[config.mk]
export PLATFORM = sky130hd
export DESIGN_NAME = multi_cycle_ctrl
export DESIGN_NICKNAME = d
export VERILOG_FILES = /design/src/rtl/multi_cycle_ctrl.sv
export SDC_FILE = /design/constraint.sdc
export NUM_CORES = 1
export LEC_CHECK = 0
export BUFFER_PORTS_ARGS = -buffer_cell sky130_fd_sc_hd__buf_2
export CAP_MARGIN = 10
export CORE_AREA = 3 3 41 43
export CTS_CLUSTER_SIZE = 16
export DETAILED_ROUTE_END_ITERATION = 8
export DIE_AREA = 0 0 44 46
export GPL_ROUTABILITY_DRIVEN = 0
export GPL_TIMING_DRIVEN = 0
export PLACE_DENSITY = 0.74
export SETUP_SLACK_MARGIN = 0.15
export SYNTH_ARGS = -nofsm -noshare
export SYNTH_HDL_FRONTEND = slang
export SYNTH_SLANG_ARGS = --single-unit
[constraint.sdc]
create_clock -name clk -period 1.7 [get_ports clk]
set_input_delay 0.34 -clock clk [delete_from_list [all_inputs] [get_ports clk]]
set_output_delay 0.34 -clock clk [all_outputs]
set_load 0.1 [all_outputs]
[src/rtl/multi_cycle_ctrl.sv]
// Main control FSM for the multi-cycle CPU: fetch/decode/execute sequencing of
// the shared datapath, with ready-handshaked memory stalls in IF, MEM_RD and MEM_WR.
module multi_cycle_ctrl (
    input  logic       clk,
    input  logic       reset,
    input  logic [5:0] opcode,
    input  logic       mem_ready,
    output logic       reg_dst,
    output logic       reg_write,
    output logic       mem_read,
    output logic       mem_write,
    output logic       i_or_d,
    output logic       mem_to_reg,
    output logic       ir_write,
    output logic       pc_write,
    output logic       pc_write_cond,
    output logic       alu_src_a,
    output logic [1:0] alu_src_b,
    output logic [1:0] alu_op,
    output logic [1:0] pc_source,
    output logic       instr_done,
    output logic       illegal,
    output logic [3:0] state
);
    localparam logic [5:0] OP_R    = 6'b000000;
    localparam logic [5:0] OP_LW   = 6'b100011;
    localparam logic [5:0] OP_SW   = 6'b101011;
    localparam logic [5:0] OP_BEQ  = 6'b000100;
    localparam logic [5:0] OP_J    = 6'b000010;
    localparam logic [5:0] OP_ADDI = 6'b001000;

    localparam logic [3:0] S_IDLE     = 4'd0;
    localparam logic [3:0] S_IF       = 4'd1;
    localparam logic [3:0] S_ID       = 4'd2;
    localparam logic [3:0] S_MEM_ADDR = 4'd3;
    localparam logic [3:0] S_MEM_RD   = 4'd4;
    localparam logic [3:0] S_LW_WB    = 4'd5;
    localparam logic [3:0] S_MEM_WR   = 4'd6;
    localparam logic [3:0] S_EX_R     = 4'd7;
    localparam logic [3:0] S_WB_R     = 4'd8;
    localparam logic [3:0] S_BRANCH   = 4'd9;
    localparam logic [3:0] S_JUMP     = 4'd10;
    localparam logic [3:0] S_ADDI_EX  = 4'd11;
    localparam logic [3:0] S_ADDI_WB  = 4'd12;

    logic [3:0] state_q, state_d;

    always_ff @(posedge clk or posedge reset) begin
        if (reset) state_q <= S_IDLE;
        else       state_q <= state_d;
    end

    assign state = state_q;

    always_comb begin
        state_d = state_q;
        case (state_q)
            S_IDLE:     state_d = S_IF;
            S_IF:       if (mem_ready) state_d = S_ID;
            S_ID: begin
                case (opcode)
                    OP_LW, OP_SW: state_d = S_MEM_ADDR;
                    OP_R:         state_d = S_EX_R;
                    OP_BEQ:       state_d = S_BRANCH;
                    OP_J:         state_d = S_JUMP;
                    OP_ADDI:      state_d = S_ADDI_EX;
                    default:      state_d = S_IF;
                endcase
            end
            // Only LW and SW reach MEM_ADDR, so anything but LW is a store.
            S_MEM_ADDR: state_d = (opcode == OP_LW) ? S_MEM_RD : S_MEM_WR;
            S_MEM_RD:   if (mem_ready) state_d = S_LW_WB;
            S_MEM_WR:   if (mem_ready) state_d = S_IF;
            S_EX_R:     state_d = S_WB_R;
            S_ADDI_EX:  state_d = S_ADDI_WB;
            S_LW_WB, S_WB_R, S_BRANCH, S_JUMP, S_ADDI_WB: state_d = S_IF;
            default:    state_d = S_IDLE;
        endcase
    end

    always_comb begin
        reg_dst       = 1'b0;
        reg_write     = 1'b0;
        mem_read      = 1'b0;
        mem_write     = 1'b0;
        i_or_d        = 1'b0;
        mem_to_reg    = 1'b0;
        ir_write      = 1'b0;
        pc_write      = 1'b0;
        pc_write_cond = 1'b0;
        alu_src_a     = 1'b0;
        alu_src_b     = 2'b00;
        alu_op        = 2'b00;
        pc_source     = 2'b00;
        instr_done    = 1'b0;
        illegal       = 1'b0;
        case (state_q)
            S_IF: begin
                mem_read  = 1'b1;
                alu_src_b = 2'b01;
                ir_write  = mem_ready;
                pc_write  = mem_ready;
            end
            S_ID: begin
                alu_src_b = 2'b11;
                illegal   = !(opcode inside {OP_R, OP_LW, OP_SW, OP_BEQ, OP_J, OP_ADDI});
            end
            S_MEM_ADDR, S_ADDI_EX: begin
                alu_src_a = 1'b1;
                alu_src_b = 2'b10;
            end
            S_MEM_RD: begin
                mem_read = 1'b1;
                i_or_d   = 1'b1;
            end
            S_LW_WB: begin
                reg_write  = 1'b1;
                mem_to_reg = 1'b1;
                instr_done = 1'b1;
            end
            S_MEM_WR: begin
                mem_write  = 1'b1;
                i_or_d     = 1'b1;
                instr_done = mem_ready;
            end
            S_EX_R: begin
                alu_src_a = 1'b1;
                alu_op    = 2'b10;
            end
            S_WB_R: begin
                reg_dst    = 1'b1;
                reg_write  = 1'b1;
                instr_done = 1'b1;
            end
            S_BRANCH: begin
                alu_src_a     = 1'b1;
                alu_op        = 2'b01;
                pc_write_cond = 1'b1;
                pc_source     = 2'b01;
                instr_done    = 1'b1;
            end
            S_JUMP: begin
                pc_write   = 1'b1;
                pc_source  = 2'b10;
                instr_done = 1'b1;
            end
            S_ADDI_WB: begin
                reg_write  = 1'b1;
                instr_done = 1'b1;
            end
            default: ;
        endcase
    end
endmodule

==> impl_metrics.yaml, run 1 <==
outcome:
  tool.error: "[ERROR DPL-0038] Utilization greater than 100%, impossible to legalize"
  outcome: "did not finish"
  lastStage: "clock tree synthesis"
synth:
  ys_types: 37
  ys_ff_latch: 4
  synth_largest_area_cell: "dfrtp_1"
  synthTopCellsByArea: "dfrtp_1, nor2_1, buf_6, nand2b_1, xnor2_1"
  yosysTopAreaCellShare: 0.174
  avgSynthCellArea_sq_um: 7.38
  netlist_area_sq_um: 576
  netlist_instances: 78
  synth_nets: 87
  yosysSeqAreaShare: 0.174
  ys_warn_count: 0
floorplan:
  fp-row-count: 13
  die-height_um: 46
  start_util: 0.432
  die_x_um: 44
  pin_count: 31
clock_network:
  cts_inserted_buffers: 3
  holdBufCountCts: 1
  cts_resized: 80
  cts_max_level: 1
  clock-sinks: 4
  cts_buffer_depth: 2
  clockRootBuffer: "clkbuf_4"
  post_cts_buffers: 2
placement:
  dp_cells: 123
  dp_hpwl_um: 1450
  dp_slack_ps: -385
  io_buffers: 30
[cell usage after synthesis]
library cell	count
nor3b_1	3
o21ai_0	4
or3_2	2
clkbuf_1	3
a32oi_1	1
xnor2_1	3
or3_1	1
o41ai_1	2
or4_1	2
a21oi_1	1
o21a_1	1
mux2_2	1
o311a_1	1
o31a_1	1
or3b_1	1
and4b_1	1
nor2b_1	2
buf_4	1
clkbuf_2	1
a31oi_1	1
nor3_1	4
buf_6	3
dfrtp_1	4
a2111oi_0	1
a22oi_1	1
a21boi_0	1
nor2_1	11
nand2_1	5
nand2b_1	5
and3_1	3
inv_1	1
o221ai_1	1
a211o_1	1
o21ba_2	1
or2_2	1
a211o_2	1
nand3_1	1
[logic make-up after synthesis]
| kind of cell | share of synthesized area |
|---|---|
| and+or+nand+nor | 0.402 |
| AOI/OAI and AO/OA | 0.252 |
| buffers and inverters | 0.107 |
| DFF | 0.174 |
| xor gates and xnor gates | 0.0457 |
| muxes | 0.0196 |
[stage by stage]
stage	TNS [ps]	area, sq um	hold WS [ps]	util
3_5_place_dp	-2770	1020	229	0.763
2_1_floorplan	-6430	848	106	-
3_3_place_gp	-2410	1020	217	0.763
==> run 2: changes to the inputs <==
Settings changed: CORE_AREA 3 3 41 43 to 3 3 64 66, CTS_CLUSTER_SIZE 16 to unset, DIE_AREA 0 0 44 46 to 0 0 67 69, PLACE_DENSITY 0.74 to unset, PLACE_DENSITY_LB_ADDON set to 0.15, SETUP_SLACK_MARGIN 0.15 to unset.
==> run 2 against run 1 <==
Compared with the run above: the flow now finishes, with violations (setup timing); synthesized area unchanged; synthesized cell count did not move.
==> impl_metrics.yaml, run 2 <==
final_layout:
  mostFrequentLayoutCells: "buf_12, buf_2, buf_4, nor2_4, buf_6"
  final_nets: 138
  diodes: 0
  instances_no_fill: 175
  largest_reg_flops: 4
  final_common_cell: "buf_12"
  drive_gt1_frac: 0.780
  area_growth_pct: 183
  fin_area_sq_mm: 0.00163
  fin_util: 0.448
floorplan:
  die_x_um: 67
  fp.dieArea_sq_mm: 0.00462
  pin_count: 31
  die-height_um: 69
  fp-row-count: 22
  coreArea_sq_mm: 0.00363
  start_util: 0.158
route:
  avgRoutedWirePerCell_um: 14.4
  first_pass_iters: 4
  drc: 0
  drt_iter0_drc: 21
  routed_via_density: 4.61
  drt.antenna.violating_nets: 0
  routed_wl_um: 2520
  vias: 806
synth:
  synth-edff-count: 0
  netlist_area_sq_um: 576
  synthTopCellsByCount: "nor2_1, nand2_1, nand2b_1"
  ys_ff_latch: 4
  yosysSeqAreaShare: 0.174
  synth-main-ff-cell: "dfrtp_1"
  synth_largest_area_cell: "dfrtp_1"
  ys_types: 37
  yosysMostFrequentCell: "nor2_1"
  netlist_instances: 78
  synth_nets: 87
  ys_warn_count: 0
  synthArstFlopShare: 1.00
  synthTopCellsByArea: "dfrtp_1, nor2_1, buf_6, nand2b_1, xnor2_1"
  yosysTopAreaCellShare: 0.174
  avgSynthCellArea_sq_um: 7.38
clock_network:
  cts.clk_slew.worst_paths_ps: 30
  clockRootBuffer: "clkbuf_8"
  cts_inserted_buffers: 3
  holdBufCountCts: 0
  clk_latency_ps: 210
  cts_tree: "done"
  cts_max_level: 1
  clock-sinks: 4
  cts_buffer_depth: 2
sta:
  layout_setup_ws_ps: -187
  hold_viol: 0
  setup_viol: 17
  rsz0062_at_grt: "yes"
  drv_slew: 0
  min_period_over_period: 1.11
  tightest_slew_ps: 486
  period_minus_slack_ps: 1890
  slew_headroom: 0.678
  clock.fmax_ghz: 0.530
  final.setup_skew_ps: 1.24
global_route:
  grt_max_degree: 11
  antenna_found_initial: 0
  grt_use_total: 0.115
  grt_overflow: 0
  grt_pass1_vias: 832
  grt_pass1_wl_um: 4190
placement:
  placed_area_sq_mm: 0.00106
  dp_cells: 156
  io_buffers: 30
  dp_hpwl_um: 1620
run:
  maxCapViolCount: 0
min_path:
  hp-class: "in -> async"
outcome:
  outcome: "finished with violations"
  violations: "setup timing"
setup_path:
  critPathRequiredTime_ps: 1360
  cp.arrival_ps: 1550
  crit_path_start_kind: "flop"
  crit_type: "reg -> out"
  crit_path_end_kind: "output port"
  cp_max_fo: 5
==> run 2: layout make-up <==
cell class,count,area (sq um)
well taps,48,60.1
flip-flops and latches,4,115
inverters,1,3.75
multi-input cells,65,693
plain buffers,7,123
fillers,368,2000
repair buffers,47,593
clock buffers,3,41.3
==> run 2: logic make-up (layout without fill, tap and decap cells) <==
family	count (synthesis)	count (layout)	share of synthesized area
flops	4	4	0.174
compound gates	19	19	0.252
mux	1	1	0.0196
buf+inv	9	58	0.107
simple gates	42	42	0.402
xor+xnor	3	3	0.0457
==> run 2: per-stage QoR <==
stage          setup slack (ps)  hold slack, ps  setup TNS [ps]
3_5_place_dp               -392             228           -2990
5_1_grt                    -220            13.9           -2440
6_report                   -187            1.91           -1670
2_1_floorplan              -543             106           -6430
4_1_cts                    -188            4.04           -1980
3_3_place_gp               -383             218           -2830
==> run 2: critical path, cell delays in order (launching register included) <==
cell and delay (ps):
dfrtp_4 480, buf_8 140, or2_4 250, nor2_4 90, o311a_4 200, buf_12 170
==> run 2: per-layer routing <==
layer	GRT usage	share of wire	wire (um)
met3	0.0163	0.043	109
met4	0.0338	0.0080	20
met5	0	0	0
met2	0.189	0.53	1340
met1	0.151	0.42	1050
==> run 2: path summary, 6_finish.rpt <==
check	startpoint	endpoint	slack (ps)	cells past startpoint
worst max-delay path	state[2]	illegal	-190	5
worst min-delay path	reset	state[2]	2	2
worst max register to register	state[0]	state[1]	90	5
worst min register to register	state[0]	state[3]	780	3
max in group asynchronous	reset	state[1]	1530	2
min in group clk	opcode[2]	state[2]	420	2
==> run 2: repair_timing <==
item,CTS,global route
gates cloned,2,0
gates resized for setup,93,11
endpoints found under the setup margin,20,19
buffers inserted,6,9
pin swaps,8,6
Power of run 2 is not shown: default switching activity piles up to over one toggle a cycle in this logic, so the estimate is an artifact.
==> run 3: changes to the inputs <==
Settings changed: CORE_AREA 3 3 64 66 to 2 2 63 65, DIE_AREA 0 0 67 69 to 0 0 65 67.
==> run 3 against run 2 <==
Compared with the run above: the run ends with hold timing, setup timing left; clock-buffer cell count unchanged; die area decreased by 5.8%; cell area decreased by 4.2%; core utilization decreased by 1.6 points; maximum frequency increased by 2.0%; critical path depth unchanged; global-route usage decreased by 0.44 points; sequential share of layout area increased by 0.31 points; wire length decreased by 6.6%; via count decreased by 0.62%.
==> impl_metrics.yaml, run 3 (synthesis gave the netlist of run 2 again) <==
outcome:
  outcome: "finished with violations"
  violations: "hold timing, setup timing"
final_layout:
  diodes: 0
  drive_gt1_frac: 0.774
  final_common_cell: "buf_12"
  final_nets: 135
  mostFrequentLayoutCells: "buf_12, buf_4, buf_2, nor2_4, buf_6"
  largest_reg_flops: 4
  fin_area_sq_mm: 0.00156
  area_growth_pct: 171
route:
  drc: 0
  drt_iter0_drc: 23
  routed_wl_um: 2350
  vias: 801
  avgRoutedWirePerCell_um: 13.7
  routed_via_density: 4.66
  first_pass_iters: 4
  drt.antenna.violating_nets: 0
sta:
  hold_viol: 2
  min_period_over_period: 1.09
  period_minus_slack_ps: 1850
  setup_viol: 15
  slew_headroom: 0.680
  tightest_slew_ps: 484
  drv_slew: 0
  rsz0062_at_grt: "yes"
  layout_setup_ws_ps: -149
  final.setup_skew_ps: 0.551
  clock.fmax_ghz: 0.541
  fin_hold_ws_ps: -0.654
setup_path:
  cp_max_fo: 4
  critPathRequiredTime_ps: 1360
  crit_path_end_kind: "output port"
  crit_path_start_kind: "input pin"
  crit_type: "in -> out"
  cp.arrival_ps: 1510
floorplan:
  fp.dieArea_sq_mm: 0.00436
  die_x_um: 65
  die-height_um: 67
  start_util: 0.160
  pin_count: 31
  coreArea_sq_mm: 0.00361
  fp-row-count: 22
run:
  maxCapViolCount: 0
clock_network:
  clockRootBuffer: "clkbuf_8"
  clock-sinks: 4
  cts_buffer_depth: 2
  cts_max_level: 1
  clk_latency_ps: 210
  cts.clk_slew.worst_paths_ps: 30
  cts_tree: "done"
  cts_inserted_buffers: 3
global_route:
  antenna_found_initial: 0
  grt_max_degree: 11
  grt_overflow: 0
  grt_pass1_vias: 822
  grt_use_total: 0.110
  grt_pass1_wl_um: 3780
placement:
  placed_area_sq_mm: 0.00106
  dp_hpwl_um: 1570
  io_buffers: 30
min_path:
  hp-class: "in -> async"
-- run 3: cell type report --
class | count | area (sq um)
plain buffers | 5 | 92.6
clock buffers | 3 | 41.3
fillers | 363 | 2050
inverters | 1 | 3.75
multi-input cells | 65 | 683
flip-flops and latches | 4 | 115
well taps | 48 | 60.1
repair buffers | 46 | 564
-- run 3: timing repair --
item / 4_1_cts / 5_1_grt
cloned: 0 / 0
hold buffers: 0 / 0
endpoints found under the setup margin: 20 / 19
pin swaps: 6 / 9
resized for setup: 79 / 21
setup buffers: 10 / 6
-- run 3: path summary, 6_finish.rpt --
check | endpoint | depth (start not counted) | start | slack [ps]
worst min register to register | state[3] | 2 | state[2] | 770
worst min-delay path | state[2] | 2 | reset | -0.7
max in group asynchronous | state[0] | 2 | reset | 1530
worst max-delay path | illegal | 5 | opcode[4] | -150
worst max register to register | state[1] | 4 | state[0] | -30
min in group clk | state[2] | 2 | opcode[2] | 410
-- run 3: critical path, cell delays in order --
cell and delay [ps]:
buf_6 100, or3_4 380, or3_4 390, o311a_4 130, buf_12 170
-- run 3: through the flow --
stage / TNS, ps / instances / setup slack, ps / util
finish: -888 / 172 / -149 / 0.433
global route: -1540 / 172 / -166 / 0.433
CTS: -1660 / 167 / -185 / 0.403
detailed placement: -2940 / 156 / -399 / 0.294
global placement: -2890 / 156 / -400 / 0.294
floorplan: -6430 / 78 / -543 / -
-- run 3: per-layer routing --
metal / share of wire / vias up / wire length [um] / track usage
li1: - / 385 / - / -
met1: 0.43 / 392 / 1010 / 0.134
met2: 0.53 / 24 / 1250 / 0.202
met3: 0.037 / 0 / 88 / 0.0169
met4: 0 / 0 / 0 / 0.0239
met5: 0 / - / 0 / 0
Power of run 3 is left out for the same reason.
